`config.mk`:
```
export PLATFORM = sky130hd
export DESIGN_NAME = lsu_mem_ctrl
export DESIGN_NICKNAME = d
export VERILOG_FILES = /design/src/rtl/lsu_mem_ctrl.sv
export SDC_FILE = /design/constraint.sdc
export NUM_CORES = 1
export LEC_CHECK = 0
export ABC_AREA = 1
export CAP_MARGIN = 20
export CORE_ASPECT_RATIO = 2
export CORE_MARGIN = 4
export CORE_UTILIZATION = 43
export DETAILED_ROUTE_END_ITERATION = 10
export GPL_TIMING_DRIVEN = 0
export PLACE_DENSITY = 0.84
export SLEW_MARGIN = 20
export SYNTH_ARGS = -nofsm -noshare
export SYNTH_HDL_FRONTEND = slang
export SYNTH_SLANG_ARGS = --single-unit
export TNS_END_PERCENT = 20
```
`constraint.sdc`:
```
create_clock -name clk -period 1.9 [get_ports clk]
set_clock_uncertainty 0.05 [all_clocks]
set_input_delay 0.38 -clock clk [delete_from_list [all_inputs] [get_ports clk]]
set_output_delay 0.38 -clock clk [all_outputs]
set_load 0.03 [all_outputs]
```
`src/rtl/lsu_mem_ctrl.sv`:
```
// Load/store access controller: alignment check, store lane steering and byte enables,
// req/ack handshake with a variable-latency data memory, and access timeout.
module lsu_mem_ctrl #(
  parameter int unsigned TIMEOUT_CYC = 16
) (
  input  logic        clk,
  input  logic        rst_n,
  input  logic        req_valid,
  output logic        req_ready,
  input  logic        req_we,
  input  logic [1:0]  req_size,
  input  logic        req_unsigned,
  input  logic [31:0] req_addr,
  input  logic [31:0] req_wdata,
  output logic        mem_req,
  output logic        mem_we,
  output logic [31:0] mem_addr,
  output logic [31:0] mem_wdata,
  output logic [3:0]  mem_be,
  input  logic        mem_ack,
  input  logic [31:0] mem_rdata,
  output logic        rsp_valid,
  output logic [1:0]  rsp_err,
  output logic [31:0] ld_data,
  output logic [1:0]  addr,
  output logic        lh_en,
  output logic        lb_en,
  output logic        ld_unsigned
);

  localparam int unsigned CW = (TIMEOUT_CYC > 2) ? $clog2(TIMEOUT_CYC) : 1;
  localparam logic [CW-1:0] CNT_LAST = CW'(TIMEOUT_CYC - 1);
  localparam logic [1:0] ERR_OK      = 2'd0;
  localparam logic [1:0] ERR_ALIGN   = 2'd1;
  localparam logic [1:0] ERR_TIMEOUT = 2'd2;

  typedef enum logic [1:0] {ST_IDLE, ST_ACCESS, ST_RESP} state_e;

  state_e        state_q;
  logic [CW-1:0] cnt_q;
  logic          mem_req_q, mem_we_q;
  logic [31:0]   mem_addr_q, mem_wdata_q;
  logic [3:0]    mem_be_q;
  logic          rsp_valid_q;
  logic [1:0]    rsp_err_q;
  logic [31:0]   ld_data_q;
  logic [1:0]    rsp_addr_q;
  logic          rsp_lh_q, rsp_lb_q, rsp_uns_q;
  logic          p_we_q, p_lh_q, p_lb_q, p_uns_q;
  logic [1:0]    p_addr_q;

  logic          bad_d;
  logic [3:0]    be_d;
  logic [31:0]   wdata_d;
  logic          lh_d, lb_d;

  // NOTE: every always_comb output gets a default first so no path can infer a latch.
  always_comb begin
    bad_d   = 1'b0;
    be_d    = 4'b0000;
    wdata_d = req_wdata;
    unique case (req_size)
      2'd0: begin
        be_d    = 4'b0001 << req_addr[1:0];
        wdata_d = {4{req_wdata[7:0]}};
      end
      2'd1: begin
        be_d    = req_addr[1] ? 4'b1100 : 4'b0011;
        wdata_d = {2{req_wdata[15:0]}};
        bad_d   = req_addr[0];
      end
      2'd2: begin
        be_d  = 4'b1111;
        bad_d = (req_addr[1:0] != 2'b00);
      end
      default: bad_d = 1'b1;
    endcase
    lh_d = !req_we && (req_size == 2'd1);
    lb_d = !req_we && (req_size == 2'd0);
  end

  // NOTE: all state here uses non-blocking assignments so every register samples pre-edge values.
  always_ff @(posedge clk or negedge rst_n) begin
    if (!rst_n) begin
      state_q     <= ST_IDLE;
      cnt_q       <= '0;
      mem_req_q   <= 1'b0;
      mem_we_q    <= 1'b0;
      mem_addr_q  <= '0;
      mem_wdata_q <= '0;
      mem_be_q    <= '0;
      rsp_valid_q <= 1'b0;
      rsp_err_q   <= ERR_OK;
      ld_data_q   <= '0;
      rsp_addr_q  <= '0;
      rsp_lh_q    <= 1'b0;
      rsp_lb_q    <= 1'b0;
      rsp_uns_q   <= 1'b0;
      p_we_q      <= 1'b0;
      p_lh_q      <= 1'b0;
      p_lb_q      <= 1'b0;
      p_uns_q     <= 1'b0;
      p_addr_q    <= '0;
    end else begin
      rsp_valid_q <= 1'b0;
      unique case (state_q)
        ST_IDLE: if (req_valid) begin
          p_we_q   <= req_we;
          p_lh_q   <= lh_d;
          p_lb_q   <= lb_d;
          p_uns_q  <= req_unsigned;
          p_addr_q <= req_addr[1:0];
          if (bad_d) begin
            // Rejected accesses never touch memory and respond on the next cycle.
            state_q     <= ST_RESP;
            rsp_valid_q <= 1'b1;
            rsp_err_q   <= ERR_ALIGN;
            ld_data_q   <= '0;
            rsp_addr_q  <= req_addr[1:0];
            rsp_lh_q    <= lh_d;
            rsp_lb_q    <= lb_d;
            rsp_uns_q   <= req_unsigned;
          end else begin
            state_q     <= ST_ACCESS;
            cnt_q       <= '0;
            mem_req_q   <= 1'b1;
            mem_we_q    <= req_we;
            mem_addr_q  <= {req_addr[31:2], 2'b00};
            mem_wdata_q <= wdata_d;
            mem_be_q    <= be_d;
          end
        end
        ST_ACCESS: begin
          if (mem_ack || (cnt_q == CNT_LAST)) begin
            state_q     <= ST_RESP;
            mem_req_q   <= 1'b0;
            mem_we_q    <= 1'b0;
            rsp_valid_q <= 1'b1;
            rsp_addr_q  <= p_addr_q;
            rsp_lh_q    <= p_lh_q;
            rsp_lb_q    <= p_lb_q;
            rsp_uns_q   <= p_uns_q;
            // An ack on the final allowed cycle still completes the access.
            rsp_err_q   <= mem_ack ? ERR_OK : ERR_TIMEOUT;
            ld_data_q   <= (mem_ack && !p_we_q) ? mem_rdata : 32'd0;
          end else begin
            cnt_q <= cnt_q + CW'(1);
          end
        end
        ST_RESP: begin
          state_q <= ST_IDLE;
          cnt_q   <= '0;
        end
        default: state_q <= ST_IDLE;
      endcase
    end
  end

  assign req_ready   = (state_q == ST_IDLE);
  assign mem_req     = mem_req_q;
  assign mem_we      = mem_we_q;
  assign mem_addr    = mem_addr_q;
  assign mem_wdata   = mem_wdata_q;
  assign mem_be      = mem_be_q;
  assign rsp_valid   = rsp_valid_q;
  assign rsp_err     = rsp_err_q;
  assign ld_data     = ld_data_q;
  assign addr        = rsp_addr_q;
  assign lh_en       = rsp_lh_q;
  assign lb_en       = rsp_lb_q;
  assign ld_unsigned = rsp_uns_q;

endmodule

```
==> out/qor.yml, run 1 <==
drv_cap: 0
boundaryPins: 215
start_util_pct: 44.10
route.detailed.wl_per_inst_um: 15.56
cp-start-kind: "flop"
grt_setup_unrepaired: "no"
yosys_warnings: 0
slowest_stage: "clkdlybuf4s50_1"
drt_pre_antenna_iters: 4
clk_pin_slew_worst_paths_ns: 0.05
drtAntennaViolNets: 0
final_cells: 1022
die_h_um: 163.4
hold_viol_final: 0
fin_crit_sh_pct: 98.43
critPathRequiredTime_ns: 1.47
post-cts-setup-buffer-count: 0
setup_viol: 0
num-fill-cells: 912
fp-row-count: 56
endpoint_kind: "primary output"
synth_top_flop_cell: "dfrtp_1"
drive_gt1_share_pct: 8.552
worstSetupEndpoint: "mem_wdata[28]"
dr.first_iter.drc_count: 237
first_global_vias: 5025
worstSetupPathType: "reg2out"
synth-seq-cells: 120
final_common_cell: "nand2_1"
die_w_um: 85.70
crit_fanout: 2
area_growth_pct: 59.12
reg2regPathDepth: 9
slew_violations: 0
clock_path_buffers: 2
min_path_type: "reg2reg"
peakVddDrop_mv: 0.9675
netlist_area_um2: 5191
synth-edff-count: 0
clockRootBuffer: "clkbuf_16"
avgSynthCellArea_um2: 8.240
worst_slack_ns: 0.02979
diodes: 0
r2r_setup_slack_ns: 0.29
antenna_found_initial: 0
core_area_um2: 11770
nNetsFinal: 969
clk-insertion-delay-late_ns: 0.41
max_stage_delay_ns: 0.69
cp_num_cells: 1
clock-sinks: 120
port_buffers: 212
dp_hpwl_um: 11990
die_area_um2: 14000
pre_cts_slack_ns: -0.2742
max_freq_mhz: 534.7
ys_seq_area_share_pct: 57.85
relSlewSlack_pct: 60.99
async_flop_share_pct: 100.0
tightest_slew_ns: 0.5852
vias_per_cell: 4.822
critPathArrivalTime_ns: 1.44
route.detailed.drc: 0
final_cell_mix: "387 x nand2_1, 120 x dfrtp_1, 119 x clkdlybuf4s50_1"
crit_start: "mem_wdata[28]$_DFFE_PN0P_"
grt_pass1_wl_um: 24720
multi_input_area_um2: 1904
syn_inst: 630
gp_congestion: 0.8316
wl_um: 15900
leakage_nw: 5.089
grt_overflow_total: 0
reg2reg_from: "cnt_q[0]$_DFFE_PN0P_"
cts_made_buffers: 17
cp_top_family: "buffers and inverters"
grt_max_degree: 62
r2r-end: "ld_data[26]$_DFFE_PN0P_"
total_power_mw: 10.88
grtUsageTotal_pct: 23.08
htreeDepth: 4
ys_types: 25
utilization_pct: 70.17
path_buf_inv: 1
min_period_ns: 1.870
regArea_um2: 3003
placed_cells: 989
cts_tree: "built"
timing.setup.tns_ns: 0
status: "finished, final reports clean"
power.density_nw_per_um2: 1317
crit_chain: "clkdlybuf4s50_1"
dr_total_vias: 4928
==> synthesized netlist by cell type (all sizes together) (4+ instances only) <==
cell type | n | share of area [%]
nand2 | 394 | 29
dfrtp | 120 | 58
buf | 25 | 3.6
o21ai | 23 | 2.2
inv | 22 | 1.6
nand3 | 16 | 1.5
nor2 | 10 | 1.2
o211ai | 9 | 1.3
clkbuf | 4 | 0.29
==> metal layers <==
| metal | global-route usage, % | vias to the layer above | wire, um |
|---|---|---|---|
| met5 | 0 | - | 0 |
| met4 | 13.76 | 0 | 814 |
| met3 | 6.916 | 52 | 966 |
| met2 | 41.22 | 180 | 8722 |
| met1 | 23.04 | 2292 | 5396 |
| li1 | - | 2404 | - |
==> power breakdown <==
group	internal [mW]	switching (mW)	total, mW
clock network	1.98	1.20	3.18
logic	1.52	2.53	4.06
registers	3.27	0.381	3.65
total	6.77	4.12	10.9
==> stage by stage <==
step / hold WS [ns] / area [um^2]
final: 0.4136 / 8260
after global routing: 0.4304 / 8260
after CTS: 0.4206 / 8094
after detailed placement: 0.3484 / 7527
after global placement: 0.4022 / 7498
after floorplan: 0.03441 / 5195
==> worst min path at each step <==
stage | startpoint | to | slack [ns] | cells past startpoint
5_1_grt | mem_wdata[11]$_DFFE_PN0P_ | mem_wdata[11]$_DFFE_PN0P_ | 0.43 | 2
3_5_place_dp | rst_n | addr[0]$_DFFE_PN0P_ | 0.35 | 1
3_3_place_gp | ld_data[26]$_DFFE_PN0P_ | ld_data[26]$_DFFE_PN0P_ | 0.40 | 2
2_1_floorplan | rst_n | addr[0]$_DFFE_PN0P_ | 0.03 | 0
6_report | mem_be[2]$_DFFE_PN0P_ | mem_be[2]$_DFFE_PN0P_ | 0.41 | 2
4_1_cts | ld_data[0]$_DFFE_PN0P_ | ld_data[0]$_DFFE_PN0P_ | 0.42 | 2
==> what timing repair did <==
action | in CTS | in global routing
resized for setup | 26 | 67
hold endpoints to repair | 59 | 0
hold buffers | 1 | 0
endpoints found under the setup margin | 26 | 67
==> cell type report <==
type                    instances  area share [%]
plain buffers                  29           2.454
clock buffers                  19           5.362
clock inverters                13           1.772
inverters                      22           1.030
multi-input cells             460           23.05
flip-flops and latches        120           36.35
well taps                     145           2.196
repair buffers                214           27.78
==> worst reg2reg max path: stages (launching register included) <==
cell     delay, ns
dfrtp_1       0.42
ha_1          0.24
nand3_1       0.12
nand2_1       0.10
nand2_4       0.13
nand2_4       0.08
nand2_4       0.12
buf_6         0.16
nand2_1       0.06
nand2_1       0.06
==> state kept, by name, summed over array words and instances (netlist names) <==
name	cells
ld_data	32
mem_wdata	32
mem_addr	30
cnt_q	4
mem_be	4
addr	2
p_addr_q	2
rsp_err	2
state_q	2
lb_en	1
ld_unsigned	1
lh_en	1
mem_req	1
mem_we	1
p_lb_q	1
p_lh_q	1
p_uns_q	1
p_we_q	1
rsp_valid	1
==> logic make-up after synthesis <==
logic type	count (synthesis)	share of synthesized area, %
XOR/XNOR	1	0.1687
adder cells (fa/ha/maj)	1	0.2410
flip-flops	120	57.85
buffers and inverters	51	5.543
other	1	0.07224
AND/OR/NAND/NOR	423	32.44
AO/OA/AOI/OAI	33	3.688
Note: power is estimated with default switching activity, not from simulation.
==> run 2: changes to the inputs <==
--- a/config.mk
+++ b/config.mk
@@ -5,7 +5,6 @@
 export SDC_FILE = /design/constraint.sdc
 export NUM_CORES = 1
 export LEC_CHECK = 0
-export ABC_AREA = 1
 export CAP_MARGIN = 20
 export CORE_ASPECT_RATIO = 2
 export CORE_MARGIN = 4
==> constraint.sdc (replaced) <==
create_clock -name clk -period 1.8 [get_ports clk]
set_clock_uncertainty 0.05 [all_clocks]
set_input_delay 0.36 -clock clk [delete_from_list [all_inputs] [get_ports clk]]
set_output_delay 0.36 -clock clk [all_outputs]
set_load 0.03 [all_outputs]
==> run 2 against run 1 <==
Global-route usage is essentially flat. Sequential cell count is the same. Synthesized area grew 0.48%. Combinational power grew 12%. Design area is essentially flat. Utilization shrank 0.47 points. Via count shrank 12%. Clock power grew 18%. Sequential power grew 9.3%. Die area grew 0.45%. Critical endpoint is now lb_en$_DFFE_PN0P_. Largest power group unchanged.
==> out/qor.yml, run 2 <==
dr_total_vias: 4352  # was 4928
path_buf_inv: 3  # was 1
grt_pass1_wl_um: 25280  # was 24720 um
drtAntennaViolNets: 0  # unchanged
clock-sinks: 120  # unchanged
netlist_area_um2: 5216  # was 5191 um^2
wl_um: 15830  # was 15900 um
synth_top_area_share_pct: 57.57  # was 57.85%
die_w_um: 85.88  # was 85.70 um
clk_pin_slew_worst_paths_ns: 0.06  # was 0.05 ns
slowest_stage: "clkdlybuf4s50_1"  # unchanged
total_power_mw: 12.29  # was 10.88 mW
grt_setup_unrepaired: "yes"  # was no
drv_cap: 0  # unchanged
final_cell_mix: "119 x dfrtp_1, 108 x dlygate4sd2_1, 99 x clkdlybuf4s50_1"  # was 387 x nand2_1, 120 x dfrtp_1, 119 x clkdlybuf4s50_1
leakage_nw: 4.103  # was 5.089 nW
critPathRequiredTime_ns: 2.09  # was 1.47 ns
dr.first_iter.drc_count: 251  # was 237
synth_most_common_cell: "dfrtp_1"  # was nand2_1
reg2reg_from: "state_q[0]$_DFFE_PN0P_"  # was cnt_q[0]$_DFFE_PN0P_
antenna_found_initial: 0  # unchanged
first_global_vias: 4723  # was 5025
synth_top_flop_cell: "dfrtp_1"  # unchanged
slew_violations: 0  # unchanged
stdcell_area_um2: 8254  # was 8260 um^2
boundaryPins: 215  # unchanged
clockRootBuffer: "clkbuf_16"  # unchanged
drive_gt1_share_pct: 18.66  # was 8.552%
gp_congestion: 0.8757  # was 0.8316
route.detailed.drc: 0  # unchanged
pre_cts_slack_ns: -0.5637  # was -0.2742 ns
cp_top_family: "buffers and inverters"  # unchanged
peakVddDrop_mv: 1.132  # was 0.9675 mV
endpoint_kind: "flop"  # was primary output
r2r_setup_slack_ns: 0.08  # was 0.29 ns
crit_start: "req_size[0]"  # was mem_wdata[28]$_DFFE_PN0P_
start_util_pct: 44.05  # was 44.10%
nNetsFinal: 762  # was 969
min_period_ns: 1.799
avgSynthCellArea_um2: 12.45  # was 8.240 um^2
core_area_um2: 11840  # was 11770 um^2
die_area_um2: 14060  # was 14000 um^2
min_path_type: "in2reg"  # was reg2reg
max_freq_mhz: 556.0
relSlewSlack_pct: 63.20  # was 60.99%
yosysTopAreaCell: "dfrtp_1"  # unchanged
power.density_nw_per_um2: 1488  # was 1317 nW/um^2
yosys_warnings: 0  # unchanged
grt_max_degree: 64  # was 62
status: "finished, final reports clean"  # unchanged
netlist_top_cells_area: "dfrtp_1 58%, mux2_4 11%, a22o_1 5.4%"  # was dfrtp_1 58%, nand2_1 28%, o21ai_0 2.0%
placed_cell_area_um2: 7542  # was 7527 um^2
setup_viol: 0  # unchanged
dp_hpwl_um: 12010  # was 11990 um
cp-start-kind: "input port"  # was flop
final_common_cell: "dfrtp_1"  # was nand2_1
cts_tree: "built"  # unchanged
crit_fanout: 10  # was 2
synth-edff-count: 0  # unchanged
async_flop_share_pct: 100.0  # unchanged
port_buffers: 211  # was 212
r2r-end: "mem_wdata[19]$_DFFE_PN0P_"  # was ld_data[26]$_DFFE_PN0P_
tightest_slew_ns: 0.5520  # was 0.5852 ns
drt_pre_antenna_iters: 4  # unchanged
htreeDepth: 4  # unchanged
ys_types: 42  # was 25
route.detailed.wl_per_inst_um: 19.43  # was 15.56 um
hold_viol_final: 0  # unchanged
grtUsageTotal_pct: 23.12  # was 23.08%
synth-seq-cells: 120  # unchanged
fp-row-count: 56  # unchanged
synth_common_cells: "120 x dfrtp_1, 64 x nand2_1, 38 x mux2_4, 32 x a22o_1, 31 x o21ai_0"  # was 387 x nand2_1, 120 x dfrtp_1, 21 x o21ai_0, 17 x inv_1, 16 x nand3_1
grt_overflow_total: 0  # unchanged
area_growth_pct: 58.24  # was 59.12%
clk-insertion-delay-late_ns: 0.40  # was 0.41 ns
ys_seq_area_share_pct: 57.57  # was 57.85%
crit_chain: "clkdlybuf4s50_1 > buf_2 > clkbuf_2 > o41ai_1 > mux2_2"  # was clkdlybuf4s50_1
worstSetupPathType: "in2reg"  # was reg2out
syn_inst: 419  # was 630
worst_slack_ns: 0.001373  # was 0.02979 ns
clock_path_buffers: 2  # unchanged
fin_crit_sh_pct: 99.92
critPathArrivalTime_ns: 2.09  # was 1.44 ns
reg2regPathDepth: 7  # was 9
max_stage_delay_ns: 0.49  # was 0.69 ns
die_h_um: 163.8  # was 163.4 um
worstSetupEndpoint: "lb_en$_DFFE_PN0P_"  # was mem_wdata[28]
worst_hold_slack_ns: 0.2401  # was 0.4136 ns
cts_made_buffers: 17  # unchanged
diodes: 0  # unchanged
vias_per_cell: 5.340  # was 4.822
min_path_cells: 3  # was 2
cp_num_cells: 5  # was 1
## run 2: metrics by stage
| step | setup TNS, ns | std cells | utilization (%) |
|---|---|---|---|
| after global routing | -0.2376 | 815 | 69.71 |
| final | 0 | 815 | 69.71 |
| after floorplan | 0 | 420 | - |
| after global placement | -528.16 | 776 | 63.45 |
| after CTS | -0.01049 | 816 | 68.91 |
| after detailed placement | -51.20 | 777 | 63.69 |
## run 2: worst reg2reg max path, delay by kind of cell, from the launching register on
kind	cells	cell delay [ns]
AO/OA/AOI/OAI	1	0.08
buffers and inverters	3	0.52
flip-flops	1	0.38
AND/OR/NAND/NOR	3	0.55
## run 2: per-layer routing
layer  global-route usage, %  vias to the layer above  share of wire [%]
met4                   10.45                        0                3.7
met1                   23.64                     2116                 34
met5                       0                        -                  0
li1                        -                     1967                  -
met3                   6.627                       46                7.4
met2                   42.45                      223                 55
## run 2: worst min path at each step
stage                             from                  endpoint  slack [ns]
global placement    p_lb_q$_DFFE_PN0P_        p_lb_q$_DFFE_PN0P_        0.41
floorplan                        rst_n       addr[0]$_DFFE_PN0P_        0.01
finish                     req_addr[1]   p_addr_q[1]$_DFFE_PN0P_        0.24
detailed placement               rst_n  mem_addr[23]$_DFFE_PN0P_        0.32
global route               req_addr[1]   p_addr_q[1]$_DFFE_PN0P_        0.26
CTS                        req_addr[1]   p_addr_q[1]$_DFFE_PN0P_        0.21
## run 2: cells by family (layout without fill, tap and decap cells)
kind of cell,count (synthesis),in the layout,synth area share (%)
XOR/XNOR,1,1,0.1679
adder cells (fa/ha/maj),1,1,0.2398
other,1,2,0.07189
flip-flops,120,120,57.57
AO/OA/AOI/OAI,93,93,12.26
buffers and inverters,34,284,3.862
multiplexers,69,69,17.03
AND/OR/NAND/NOR,100,100,8.803
## run 2: report_power, final
| group | switching (mW) | internal [mW] | leakage [nW] |
|---|---|---|---|
| Combinational | 2.73 | 1.83 | 2.28 |
| Sequential | 0.476 | 3.52 | 1.51 |
| Clock | 1.23 | 2.51 | 0.313 |
## run 2: cell type report
| class | count | area, um^2 |
|---|---|---|
| fill | 884 | 3587 |
| sequential | 120 | 3004 |
| multi-input combinational | 266 | 2098 |
| timing repair buffer | 219 | 2067 |
| clock buffer | 18 | 439.2 |
| buffer | 30 | 231.5 |
| clock inverter | 14 | 221.5 |
| tap | 145 | 181.4 |
| inverter | 3 | 11.26 |
## run 2: what timing repair did
action | CTS | global route
pin swaps | 2 | 3
resized for setup | 122 | 34
setup endpoints to repair | 213 | 56
setup buffers | 6 | 0
hold buffers | 1 | 0
endpoints found under the hold margin | 57 | 0
